`src/rtl/alu_op_scheduler.sv`:
```
// alu_op_scheduler
//   Shares one combinational multi-function ALU between two requesters.
//   A round-robin arbiter picks a requester in IDLE and latches its operands
//   and function select. The matching one-hot enable is then held for LAT
//   cycles, the ALU answer is captured, and the result is returned on a
//   valid/ready response channel tagged with the requester id.
//
// Ports
//   clk, rst_n              clock (rising edge), asynchronous active-low reset
//   req0_* / req1_*         requester channels: valid/ready handshake plus
//                           function select (op) and operands (a, b)
//   alu_a, alu_b, alu_en    operands and one-hot function enable to the ALU
//   alu_ans                 ALU result (OR of enabled function outputs)
//   rsp_valid/ready/id/data result channel back to the requesters
//   busy                    high whenever the scheduler is not in IDLE
module alu_op_scheduler #(
  parameter int WIDTH = 4,
  parameter int NFUNC = 16,
  parameter int LAT   = 1
) (
  input  logic                     clk,
  input  logic                     rst_n,
  input  logic                     req0_valid,
  output logic                     req0_ready,
  input  logic [$clog2(NFUNC)-1:0] req0_op,
  input  logic [WIDTH-1:0]         req0_a,
  input  logic [WIDTH-1:0]         req0_b,
  input  logic                     req1_valid,
  output logic                     req1_ready,
  input  logic [$clog2(NFUNC)-1:0] req1_op,
  input  logic [WIDTH-1:0]         req1_a,
  input  logic [WIDTH-1:0]         req1_b,
  output logic [WIDTH-1:0]         alu_a,
  output logic [WIDTH-1:0]         alu_b,
  output logic [NFUNC-1:0]         alu_en,
  input  logic [WIDTH-1:0]         alu_ans,
  output logic                     rsp_valid,
  input  logic                     rsp_ready,
  output logic                     rsp_id,
  output logic [WIDTH-1:0]         rsp_data,
  output logic                     busy
);

  localparam int OPW = $clog2(NFUNC);
  localparam logic [3:0] CNT_LOAD = 4'(LAT - 1);
  localparam logic [NFUNC-1:0] EN_ONE = {{(NFUNC-1){1'b0}}, 1'b1};

  typedef enum logic [1:0] {
    IDLE = 2'd0,
    EXEC = 2'd1,
    RESP = 2'd2
  } state_t;

  state_t           state_q;
  state_t           state_d;
  logic             ptr_q;      // 0: req0 wins a tie, 1: req1 wins a tie
  logic             id_q;
  logic [3:0]       cnt_q;
  logic             gnt0;
  logic             gnt1;
  logic [OPW-1:0]   sel_op;
  logic [WIDTH-1:0] sel_a;
  logic [WIDTH-1:0] sel_b;

  // Arbitration and next-state decode
  always_comb begin
    gnt0    = 1'b0;
    gnt1    = 1'b0;
    state_d = state_q;
    case (state_q)
      IDLE: begin
        if (req0_valid && (!req1_valid || !ptr_q)) begin
          gnt0 = 1'b1;
        end else if (req1_valid) begin
          gnt1 = 1'b1;
        end
        if (gnt0 || gnt1) state_d = EXEC;
      end
      EXEC: begin
        if (cnt_q == 4'd0) state_d = RESP;
      end
      RESP: begin
        if (rsp_ready) state_d = IDLE;
      end
      default: state_d = IDLE;
    endcase
  end

  assign req0_ready = gnt0;
  assign req1_ready = gnt1;
  assign sel_op     = gnt1 ? req1_op : req0_op;
  assign sel_a      = gnt1 ? req1_a  : req0_a;
  assign sel_b      = gnt1 ? req1_b  : req0_b;
  assign busy       = (state_q != IDLE);

  // Grant latch -> EXEC hold -> result capture -> response hold
  always_ff @(posedge clk or negedge rst_n) begin
    if (!rst_n) begin
      state_q   <= IDLE;
      ptr_q     <= 1'b0;
      id_q      <= 1'b0;
      cnt_q     <= 4'd0;
      alu_a     <= '0;
      alu_b     <= '0;
      alu_en    <= '0;
      rsp_valid <= 1'b0;
      rsp_id    <= 1'b0;
      rsp_data  <= '0;
    end else begin
      state_q <= state_d;
      case (state_q)
        IDLE: begin
          alu_en <= '0;
          if (gnt0 || gnt1) begin
            alu_a  <= sel_a;
            alu_b  <= sel_b;
            alu_en <= EN_ONE << sel_op;
            id_q   <= gnt1;
            // Next tie goes to whoever did not win this one
            ptr_q  <= gnt0;
            cnt_q  <= CNT_LOAD;
          end
        end
        EXEC: begin
          if (cnt_q == 4'd0) begin
            rsp_data  <= alu_ans;
            rsp_id    <= id_q;
            rsp_valid <= 1'b1;
            alu_en    <= '0;
          end else begin
            cnt_q <= cnt_q - 4'd1;
          end
        end
        RESP: begin
          if (rsp_ready) rsp_valid <= 1'b0;
        end
        default: ;
      endcase
    end
  end

endmodule

```
`config.mk`:
```
export PLATFORM = sky130hd
export DESIGN_NAME = alu_op_scheduler
export DESIGN_NICKNAME = d
export VERILOG_FILES = /design/src/rtl/alu_op_scheduler.sv
export SDC_FILE = /design/constraint.sdc
export NUM_CORES = 1
export LEC_CHECK = 0
export ABC_AREA = 1
export BUFFER_PORTS_ARGS = -buffer_cell sky130_fd_sc_hd__buf_2
export CAP_MARGIN = 15
export CORE_ASPECT_RATIO = 0.5
export CORE_MARGIN = 10
export CORE_UTILIZATION = 53
export CTS_CLUSTER_DIAMETER = 100
export DETAILED_ROUTE_END_ITERATION = 8
export GPL_TIMING_DRIVEN = 0
export PLACE_DENSITY = 0.95
export SYNTH_ARGS = -nofsm -noshare
export SYNTH_HDL_FRONTEND = slang
export SYNTH_SLANG_ARGS = --single-unit
```
`constraint.sdc`:
```
create_clock -name clk -period 4.9 [get_ports clk]
set_clock_uncertainty 0.05 [all_clocks]
set_input_delay 0.98 -clock clk [delete_from_list [all_inputs] [get_ports clk]]
set_output_delay 0.98 -clock clk [all_outputs]
set_load 0.02 [all_outputs]
```
# ---- After elaboration in Yosys (flattened, before gate mapping)
# Cells that the tools add are included.
dict set report classes {
  n_addsub 1
  n_eq_ne 7
  n_shift 1
  n_mux 23
  reduce_logical 17
}
# cell count
set ops {}
lappend ops {{16-bit two-way mux} 2}
lappend ops {{16-bit one-hot mux with 2 select lines} 1}
lappend ops {{4-bit two-way mux} 5}
lappend ops {{1-bit by 4-bit << shifter with 16-bit output, first input constant} 1}
lappend ops {{2-bit != test, second input constant} 5}
lappend ops {{1-bit two-way mux} 9}
lappend ops {{3-bit AND reduction} 3}
lappend ops {{4-bit one-hot mux with 2 select lines} 1}
lappend ops {{2-bit two-way mux} 3}
lappend ops {{2-bit one-hot mux with 3 select lines} 1}
lappend ops {{2-bit AND reduction} 3}
lappend ops {{2-bit nonzero test} 3}
lappend ops {{4-bit zero test} 1}
lappend ops {{4-bit by 1-bit subtractor with 4-bit output, second input constant} 1}
lappend ops {{1-bit logical OR} 3}
lappend ops {{2-bit by 1-bit equality test with 1-bit output, second input constant} 1}
lappend ops {{2-bit equality test, second input constant} 1}
lappend ops {{1-bit zero test} 2}
lappend ops {{2-bit zero test} 1}
lappend ops {{1-bit one-hot mux with 2 select lines} 1}
lappend ops {{1-bit logical AND} 1}
dict set report totals {
  reg_bits 38
  out_inout_bits 33
  word_cells 59
}

# ---- Depth between registers and ports, before layout
# Gate-level depths: netlist (run 1).
dict set report logic_depth {
  depth_word 10
  ltp_mapped 9
  depth_no_buf 8
}

# ---- Worst setup path before layout (run 1)
# Ideal clock, no wire load.
dict set report synth_timing {
  kind {input port to output port}
  from {in req1_valid}
  to {out req1_ready}
  t_arrival_ps 1614
  path_slack_ps 2256
  stages 5
  path_cell_list {nand2_2 -> nand2_4 -> nand3_4 -> buf_6 -> clkinv_1}
}
dict set report synth_via {
  elab_chain_cells 6
}
# item line_no
set synth_lines {}
lappend synth_lines {{start: declaration} 28} ;# input logic req1_valid,
lappend synth_lines {{1-bit zero test} 72} ;# if (req0_valid && (!req1_valid || !ptr_q)) begin
lappend synth_lines {{1-bit logical OR} 72}
lappend synth_lines {{1-bit logical AND} 72}
lappend synth_lines {{1-bit two-way mux *} 72}
lappend synth_lines {{1-bit two-way mux * (2 in series)} 70} ;# case (state_q)
lappend synth_lines {{end: declaration} 29} ;# output logic req1_ready,
# Every way passes the cells marked *; elsewhere a longest branch is shown, timed or not. The select of a mux whose other input is x is not followed.

# ---- Worst setup path in the final report (run 1)
# Ends and elaborated chain as after synthesis.

==> results.md, run 1 <==
- The flow ran to the end, and the final reports show no timing, DRC or antenna violations.
- The leakage power summed over all cells is 1.31 nW.
- The share of total power in the clock network is 17.3%.
- The slowest stage cell on the critical path is sky130_fd_sc_hd__buf_2.
- The detailed router placed 1689 vias in this run.
- The number of vias per cell is 5.13.
- The highest achievable clock rate is 321 MHz.
- The number of instances resized during post-cts repair is 0.
- Counting I/O delays and the setup requirement, the final critical path takes 3.11 ns.
- The count of nets after finishing is 323.
- Counting every sink on the clock net gives 38.
- The maximum fanout count along the critical path is 10.
- At the pin with the least slew margin, the transition time is 0.841 ns.
- The internal power is 0.000789 W.
- Clock-pin slew was measured on the worst setup and hold paths at 0.07 ns.
- The commonest non-fill, non-tap cell in the layout is sky130_fd_sc_hd__nand2_1.
- The minimum setup slack among reg-to-reg paths is 3.05 ns.
- In this run, CTS created clock tree buffers numbering 5.
- The level count of the clock H-tree is 2.
- Entering global routing, the biggest net connects 39 pins.
- The number of hold buffers added after CTS was 0.
- Counting tap cells, the placed design contains a total of 321 instances.
- The total I/O pin count is 66.
- The overall overflow remaining after global route is 0.
- The number of buffers on the longest clock path is 2.
- The repair_antennas step left the layout with diodes totalling 0.
- In this design, the stage delay of the slowest critical-path cell is 0.25 ns.
- The count of nets left with antenna violations once routing finished came out at 0.
- The worst path required time is 3.87 ns.
- The arrival time at the worst endpoint is 2.08 ns.
- The max-cap violation count is 0.
- The via count of the first global-routing pass came to 1769.
- The detailed router's first-iteration violation count is 104.
- The finished layout holds 329 standard cells, fillers aside.
- Dividing the detail-routed wire length by the instance count gives 14.8 µm.
- Once layout is complete, the utilization of the core stands at 73.4%.
- From synthesis to final layout, the design area changed by 26.5%.
- The final weighted congestion of routability-driven global placement is 0.817.
- The pre-antenna-repair detailed-routing pass consisted of 4 iterations.
- The number of antenna violations at the first check in global routing came to 0.
- Setup repair after global routing left no endpoint under its margin.
- The floorplan step defined a die boundary enclosing 0.00634 mm².
- The startpoint of the most critical hold path is rsp_data[0]$_DFFE_PN0P_.
- The kind of path behind the tightest hold check is reg -> reg.
- The share of total power dissipated in combinational logic is 47.8%.
- The net count after synthesis is 251.
- The launching instance or port of the critical path is req1_valid.
- Among cell families on the critical path, the largest total delay comes from buffers and inverters.
- The total setup buffers inserted after CTS is 0.
- Across all setup checks in the final design, the least slack found is 1.79 ns.
- Of the available clock period, the critical path in the final layout requires 63.5%.
- The combined global-route utilization of all metal layers is 15.8%.
- The share of synthesized area occupied by flip-flops and latches is 52.0%.
- For this configuration, the core starts out at a cell density of 58.0%.
- Averaged over all synthesized cells, the footprint is 8.47 µm².
- The start of the worst register-to-register path is cnt_q[0]$_DFFE_PN0P_.
- The critical path start-end classification is in -> out.
- The fraction of layout instances using a drive strength above 1 is 32.2%.
- Setup total negative slack on the finished layout was measured at 0 ns.
- The switching part of the total power is 44.8%.
- The die boundary height is 61.5 µm.
- The final-report hold violation count was 0.
- Row generation in the floorplan step produced 14 rows.
- The number of instances in the synthesized netlist is 216.
- The number of storage elements in the synthesis netlist is 38.
- The final number of setup-violating endpoints is 0.
- The TritonCTS clock tree is built.
- Per report_power, the sequential group accounts for 34.9% of the total.
- The post-synth design cell area is 0.00183 mm².
- The wire-length estimate of the detail-placed layout is 3.80 mm.
- In the layout the commonest cells are sky130_fd_sc_hd__nand2_1, sky130_fd_sc_hd__buf_2, sky130_fd_sc_hd__dfrtp_1.
- The count of unresolved DRC violations after routing is 0.
- STA classifies the critical path startpoint as a primary input.
- For the worst-skew pair, the clock arrives at the later sink with an insertion delay of 0.28 ns.
- For this design the ratio of total power to cell area is 617 mW/mm².
- Walking the worst path, the cells encountered are buf_2 -> nand2_2 -> nand2_4 -> nand3_4 -> buf_6 -> clkinv_1 -> buf_2.
- The die is 103 µm wide.
- The number of different library cells in the post-synthesis netlist is 22.
- The worst-case setup slack after placement is 1.83 ns.
- The worst-case IR drop observed on VDD is 0.390 mV.
- The area of the core is 0.00315 mm².
- The Yosys step of the flow raised 0 warnings.
- The switching power of the nets is 0.000640 W.
- The critical path endpoint category is a primary output.
- The final max-slew violation count is 0.
- The max-slew headroom at the worst pin is 43.9%.
- The first global-routing pass estimated 7.81 mm of wire.
- Buffers placed on the I/O ports in this run total 65.
- The tree is rooted in a sky130_fd_sc_hd__clkbuf_8.
- The most numerous cell on the critical path is sky130_fd_sc_hd__buf_2.
- Counting both buffers and inverters, the worst setup path holds a total of 4.
- The aggregate routed wire length is 4.87 mm.
## state kept, by name, indices dropped and copies added, names as in the netlist
register and cells:
alu_en 16, alu_a 4, alu_b 4, cnt_q 4, rsp_data 4, state_q 2
id_q 1, ptr_q 1, rsp_id 1, rsp_valid 1
## stage by stage
step	instance area [µm²]	total power [W]	hold WS, ns
after floorplan	1830	0.000967	0.412
final	2310	0.00143	0.422
after CTS	2310	0.00144	0.421
after detailed placement	2200	0.00119	0.405
after global placement	2200	0.00115	0.400
after global routing	2310	0.00153	0.455
## worst min-delay path: stages, from the launching register on
cell                      delay [ns]
sky130_fd_sc_hd__dfrtp_1        0.34
sky130_fd_sc_hd__nand2_1        0.06
sky130_fd_sc_hd__nand2_1        0.05
## cell usage after synthesis
cell	count	area (µm²)
sky130_fd_sc_hd__nand4_1	2	12.5
sky130_fd_sc_hd__inv_2	2	7.51
sky130_fd_sc_hd__nand3_1	25	125
sky130_fd_sc_hd__nor2_1	13	48.8
sky130_fd_sc_hd__nor2_2	4	25.0
sky130_fd_sc_hd__ha_1	2	25.0
sky130_fd_sc_hd__nand2_4	4	45.0
sky130_fd_sc_hd__o21ai_0	10	50.1
sky130_fd_sc_hd__o2bb2ai_1	1	8.76
sky130_fd_sc_hd__o22ai_1	1	6.26
sky130_fd_sc_hd__buf_2	1	5.00
sky130_fd_sc_hd__buf_6	1	11.3
sky130_fd_sc_hd__clkinv_1	1	3.75
sky130_fd_sc_hd__nand2_2	1	6.26
sky130_fd_sc_hd__nor2_4	5	56.3
sky130_fd_sc_hd__inv_1	19	71.3
sky130_fd_sc_hd__nand3_4	1	17.5
sky130_fd_sc_hd__dfrtp_1	38	951
sky130_fd_sc_hd__a21oi_1	11	55.1
sky130_fd_sc_hd__nand2_1	71	267
sky130_fd_sc_hd__o21ai_4	1	16.3
sky130_fd_sc_hd__o31ai_1	2	15.0
## cell type report
class | count | area (µm²)
Multi-Input combinational cell | 154 | 779
Sequential cell | 38 | 951
Clock buffer | 8 | 110
Tap cell | 40 | 50.0
Buffer | 2 | 16.3
Fill cell | 200 | 838
Inverter | 22 | 82.6
Timing Repair Buffer | 65 | 325
## cell families after synthesis
group	Yosys count	synth area share, %
DFF	38	52.0
and+or+nand+nor	126	33.0
AOI/OAI and AO/OA	26	8.28
buffers and inverters	24	5.40
adders and majority gates	2	1.37
## power groups by stage
stage / registers [W] / logic, W / clock network (W)
global placement: 0.000492 / 0.000656 / 0
CTS: 0.000497 / 0.000689 / 0.000251
floorplan: 0.000609 / 0.000358 / 0
detailed placement: 0.000502 / 0.000686 / 0
finish: 0.000498 / 0.000683 / 0.000248
global route: 0.000509 / 0.000757 / 0.000264
## per-layer routing
| layer | part of all wire [%] | track usage [%] | vias to the layer above | routed length (µm) |
|---|---|---|---|---|
| met5 | 0 | 0 | - | 0 |
| met4 | 2.2 | 7.66 | 0 | 108 |
| met3 | 5.5 | 4.13 | 9 | 268 |
| met2 | 54 | 30.6 | 48 | 2620 |
| met1 | 38 | 15.9 | 793 | 1870 |
| li1 | - | - | 839 | - |
## worst paths after layout
path,end,depth (start not counted)
min reg2reg,rsp_data[0]$_DFFE_PN0P_,2
min in group asynchronous,alu_en[5]$_DFFE_PN0P_,1
max,req1_ready,7
min,rsp_data[0]$_DFFE_PN0P_,2
max reg2reg,alu_en[9]$_DFFE_PN0P_,8
max in group asynchronous,alu_en[2]$_DFFE_PN0P_,1
No activity file was read; power rests on OpenSTA's default activity.
==> inputs of run 2 (changes only) <==
- ABC_AREA: 1 -> 0
- CORE_UTILIZATION: 53 -> 52
- PLACE_DENSITY: 0.95 -> 0.9
- clock period: 4.9 -> 3.1 ns (I/O delays scaled with it)
==> run 2 against run 1 <==
Compared with the run above: sequential share of layout area down 7.0 points; core utilization down 5.1 points; clock power up 47%; routed wire length up 34%; area after synthesis up 26%; hold slack worse by 0.055 ns; cell count up 9.4%; sequential power up 58%; die area up 21%; critical path type is now reg -> out.
==> results.md, run 2 <==
- The count of nets left with antenna violations once routing finished came out at 0.
- The tool flagged a number of max-cap violations equal to 0.
- Entering global routing, the biggest net connects 39 pins.
- The total overflow left after global routing is 0.
- In this run the worst hold path is classified as in -> async.
- The pre-antenna-repair detailed-routing pass consisted of 6 iterations.
- The fraction of layout instances using a drive strength above 1 is 34.3%.
- Timing analysis after detailed placement gives a worst setup slack of 0.688 ns.
- The initial utilization of the core area, before any placement, comes to 56.4%.
- After clock tree synthesis, the clock-pin slew on the worst setup and hold paths is 0.08 ns.
- The die covers 0.00765 mm².
- The most used flip-flop cell after synthesis is sky130_fd_sc_hd__dfrtp_1.
- Combinational cells account for 54.2% of the total power.
- The number of nets in the synthesized netlist is 268.
- The total area inside the core boundary comes to 0.00408 mm².
- Measured along the y axis, the die boundary spans 67.1 µm.
- Setup repair after global routing left no endpoint under its margin.
- The first routing iteration left 197 violations.
- Data arrives at the worst endpoint at 1.89 ns.
- The peak ir drop on the vdd network is 0.352 mV.
- Input and output buffers added on the ports amount to 65.
- The total half-perimeter wirelength after legalization and detailed placement is 5.06 mm.
- The total vias in the final route is 2175.
- The routed design has 6.52 mm of wire.
- The time the worst path needs with I/O delays and setup is 2.56 ns.
- The fraction of the cycle the final worst path needs is 82.5%.
- The post-synthesis simple-gate area fraction is 25.9%.
- Synthesis produced 233 cells.
- No sink is reached through more buffers than the 2 on the longest clock path.
- Leaving out fill and tap cells, the most frequent cells in the layout are sky130_fd_sc_hd__buf_2, sky130_fd_sc_hd__dfrtp_1, sky130_fd_sc_hd__nand4_1.
- The synthesized netlist devotes 18.3% of its cell area to compound gates.
- Counting the buffers created by CTS gives 5.
- The register with the most flip-flops in the layout has 16 of them.
- The number of different library cells in the post-synthesis netlist is 39.
- The level count of the clock H-tree is 2.
- The final max-slew violation count is 0.
- For this run, the register share of the synthesized area comes to 41.3%.
- By area the synthesized netlist is led by sky130_fd_sc_hd__dfrtp_1, sky130_fd_sc_hd__nand4_1, sky130_fd_sc_hd__o221ai_2.
- In the final routed layout, each cell accounts on average for 18.1 µm.
- The leakage power summed over all cells is 1.22 nW.
- The total setup buffers inserted after CTS is 0.
- The share of synthesized registers carrying an async set or reset is 100%.
- Data on the critical path is required at its endpoint by 2.43 ns.
- The count of unresolved DRC violations after routing is 0.
- Among all cell types in the netlist, the one instantiated most often is sky130_fd_sc_hd__dfrtp_1.
- The sequential group share of total power is 31.2%.
- Clock latency on the worst-skew pair, taken at its later pin, is 0.29 ns.
- In this design, the critical path's most frequently occurring cell is sky130_fd_sc_hd__buf_6.
- The final-report hold violation count came to 0.
- The average instance in the mapped netlist occupies 9.88 µm².
- The floorplan has 16 rows.
- Buffers inserted to repair hold after CTS numbered 0.
- The post-synth design cell area is 0.00230 mm².
- The leading area contributor after synthesis is sky130_fd_sc_hd__dfrtp_1.
- The via count of the first global-routing pass is 2103.
- The slowest stage of the critical path is the sky130_fd_sc_hd__dfrtp_1 cell.
- During synthesis, Yosys emitted a total of 0 warnings.
- The flow ran to the end, and the final reports show no timing, DRC or antenna violations.
- The first global-routing pass estimated 10.3 mm of wire.
- Of the total synthesized cell area, the portion taken by XOR and XNOR cells is 0%.
- The synthesized-area fraction occupied by adder cells is 1.09%.
- Adding up every negative setup slack in the final design gives 0 ns.
- The largest single stage delay on the critical path is 0.38 ns.
- The TritonCTS clock tree is built.
- The number of cells on the worst reg-to-reg path is 7.
- The commonest cells after synthesis are sky130_fd_sc_hd__dfrtp_1, sky130_fd_sc_hd__nand4_1, sky130_fd_sc_hd__inv_1.
- The combined global-route utilization of all metal layers is 16.6%.
- The count of nets after finishing is 340.
- The number of antenna violations at the first check in global routing is 0.
- The number of storage elements in the synthesis netlist is 38.
- The startpoint type of the worst setup path is a flip-flop.
- The total number of clock tree sinks is 38.
- The maximum fanout count along the critical path is 10.
- The transition time of the tightest slew-check pin is 0.840 ns.
- For this run, the top clock speed supported by timing is 391 MHz.
- The most flop-heavy register is alu_en.
- After synthesis, the largest family of logic cells by area is simple AND/OR/NAND/NOR gates.
- The signal on the critical path passes through buf_6 -> or3b_1 -> buf_6 -> nor2_8 -> buf_8 -> buf_2.
- The clock tree root driver cell is sky130_fd_sc_hd__clkbuf_8.
- The share of total power in the clock network is 14.5%.
- Dividing total power by cell area gives a power density of 902 mW/mm².
- Once routing completed, OpenROAD measured the worst setup slack at 0.542 ns.
- The worst setup path is captured at a primary output.
- The number of synthesized flops with an enable pin is 0.
- For this design the total switching power over the nets is 0.00115 W.
- The switching part of the total power is 45.6%.
- The number of instances resized during post-cts repair is 0.
- The floorplan step set the die width to 114 µm.
- The repair_antennas step left the layout with diodes totalling 0.
- The number of vias per cell is 6.04.
- The commonest non-fill, non-tap cell in the layout is sky130_fd_sc_hd__buf_2.
- The area growth from synthesis to final layout is 21.2%.
- Setup violations remaining at the end of the flow were counted as 0.
- The top-area cell type share of the netlist area is 41.3%.
- The congestion estimate from routability-driven global placement came to 0.969.
- The mux cell area share after synthesis is 3.75%.
- The worst pin sits at a relative slew slack of 44.0%.
- The internal power of the cells totals 0.00137 W.
- By startpoint and endpoint, the worst setup path is classified as reg -> out.
- 66 I/O pins were placed.
## run 2: power by group through the flow
stage | combinational [W] | clock (W) | sequential (W)
final | 0.00137 | 0.000365 | 0.000787
after global routing | 0.00148 | 0.000390 | 0.000809
after CTS | 0.00137 | 0.000368 | 0.000786
after detailed placement | 0.00137 | 0 | 0.000795
after global placement | 0.00130 | 0 | 0.000779
after floorplan | 0.000824 | 0 | 0.000940
## run 2: critical path: cells and delay by family, from the launching register on
kind                   cells  cell delay, ns
buffers and inverters      4            0.65
AND/OR/NAND/NOR            2            0.56
flip-flops                 1            0.38
## run 2: kinds of logic after synthesis
| group | count (synthesis) |
|---|---|
| flip-flops | 38 |
| multiplexers | 8 |
| buffers and inverters | 44 |
| adder cells (fa/ha/maj) | 2 |
| AO/OA/AOI/OAI | 51 |
| AND/OR/NAND/NOR | 90 |
## run 2: path summary, 6_finish.rpt
check / slack [ns] / to / from
worst max-delay path: 0.54 / req1_ready / state_q[0]$_DFFE_PN0P_
worst min-delay path: 0.37 / alu_en[11]$_DFFE_PN0P_ / rst_n
worst max register to register: 1.17 / alu_en[0]$_DFFE_PN0P_ / cnt_q[1]$_DFFE_PN0P_
worst min register to register: 0.45 / rsp_data[0]$_DFFE_PN0P_ / rsp_data[0]$_DFFE_PN0P_
max in group asynchronous: 2.10 / alu_a[3]$_DFFE_PN0P_ / rst_n
min in group clk: 0.45 / rsp_data[0]$_DFFE_PN0P_ / rsp_data[0]$_DFFE_PN0P_
## run 2: metrics by stage
| stage | util [%] | cells | cell area, µm² | hold slack [ns] | total power, W |
|---|---|---|---|---|---|
| 6_report | 68.3 | 360 | 2790 | 0.367 | 0.00252 |
| 5_1_grt | 68.3 | 360 | 2790 | 0.436 | 0.00268 |
| 4_1_cts | 68.3 | 360 | 2790 | 0.404 | 0.00252 |
| 3_5_place_dp | 66.0 | 352 | 2700 | 0.441 | 0.00216 |
| 3_3_place_gp | 66.0 | 352 | 2700 | 0.431 | 0.00208 |
| 2_1_floorplan | - | 233 | 2300 | 0.274 | 0.00176 |
## run 2: routing by layer
layer  wire, µm  GRT usage [%]  vias up
li1           -              -     1027
met1       2560           19.1     1062
met2       3410           29.6       74
met3        453           4.20       12
met4         98           6.06        0
met5          0              0        -
## run 2: cell type report
cell class	instances	area (µm²)
Inverter	20	75.1
Multi-Input combinational cell	151	1130
Clock buffer	6	82.6
Tap cell	54	67.6
Timing Repair Buffer	65	325
Sequential cell	38	951
Clock inverter	2	12.5
Fill cell	335	1290
Buffer	24	149
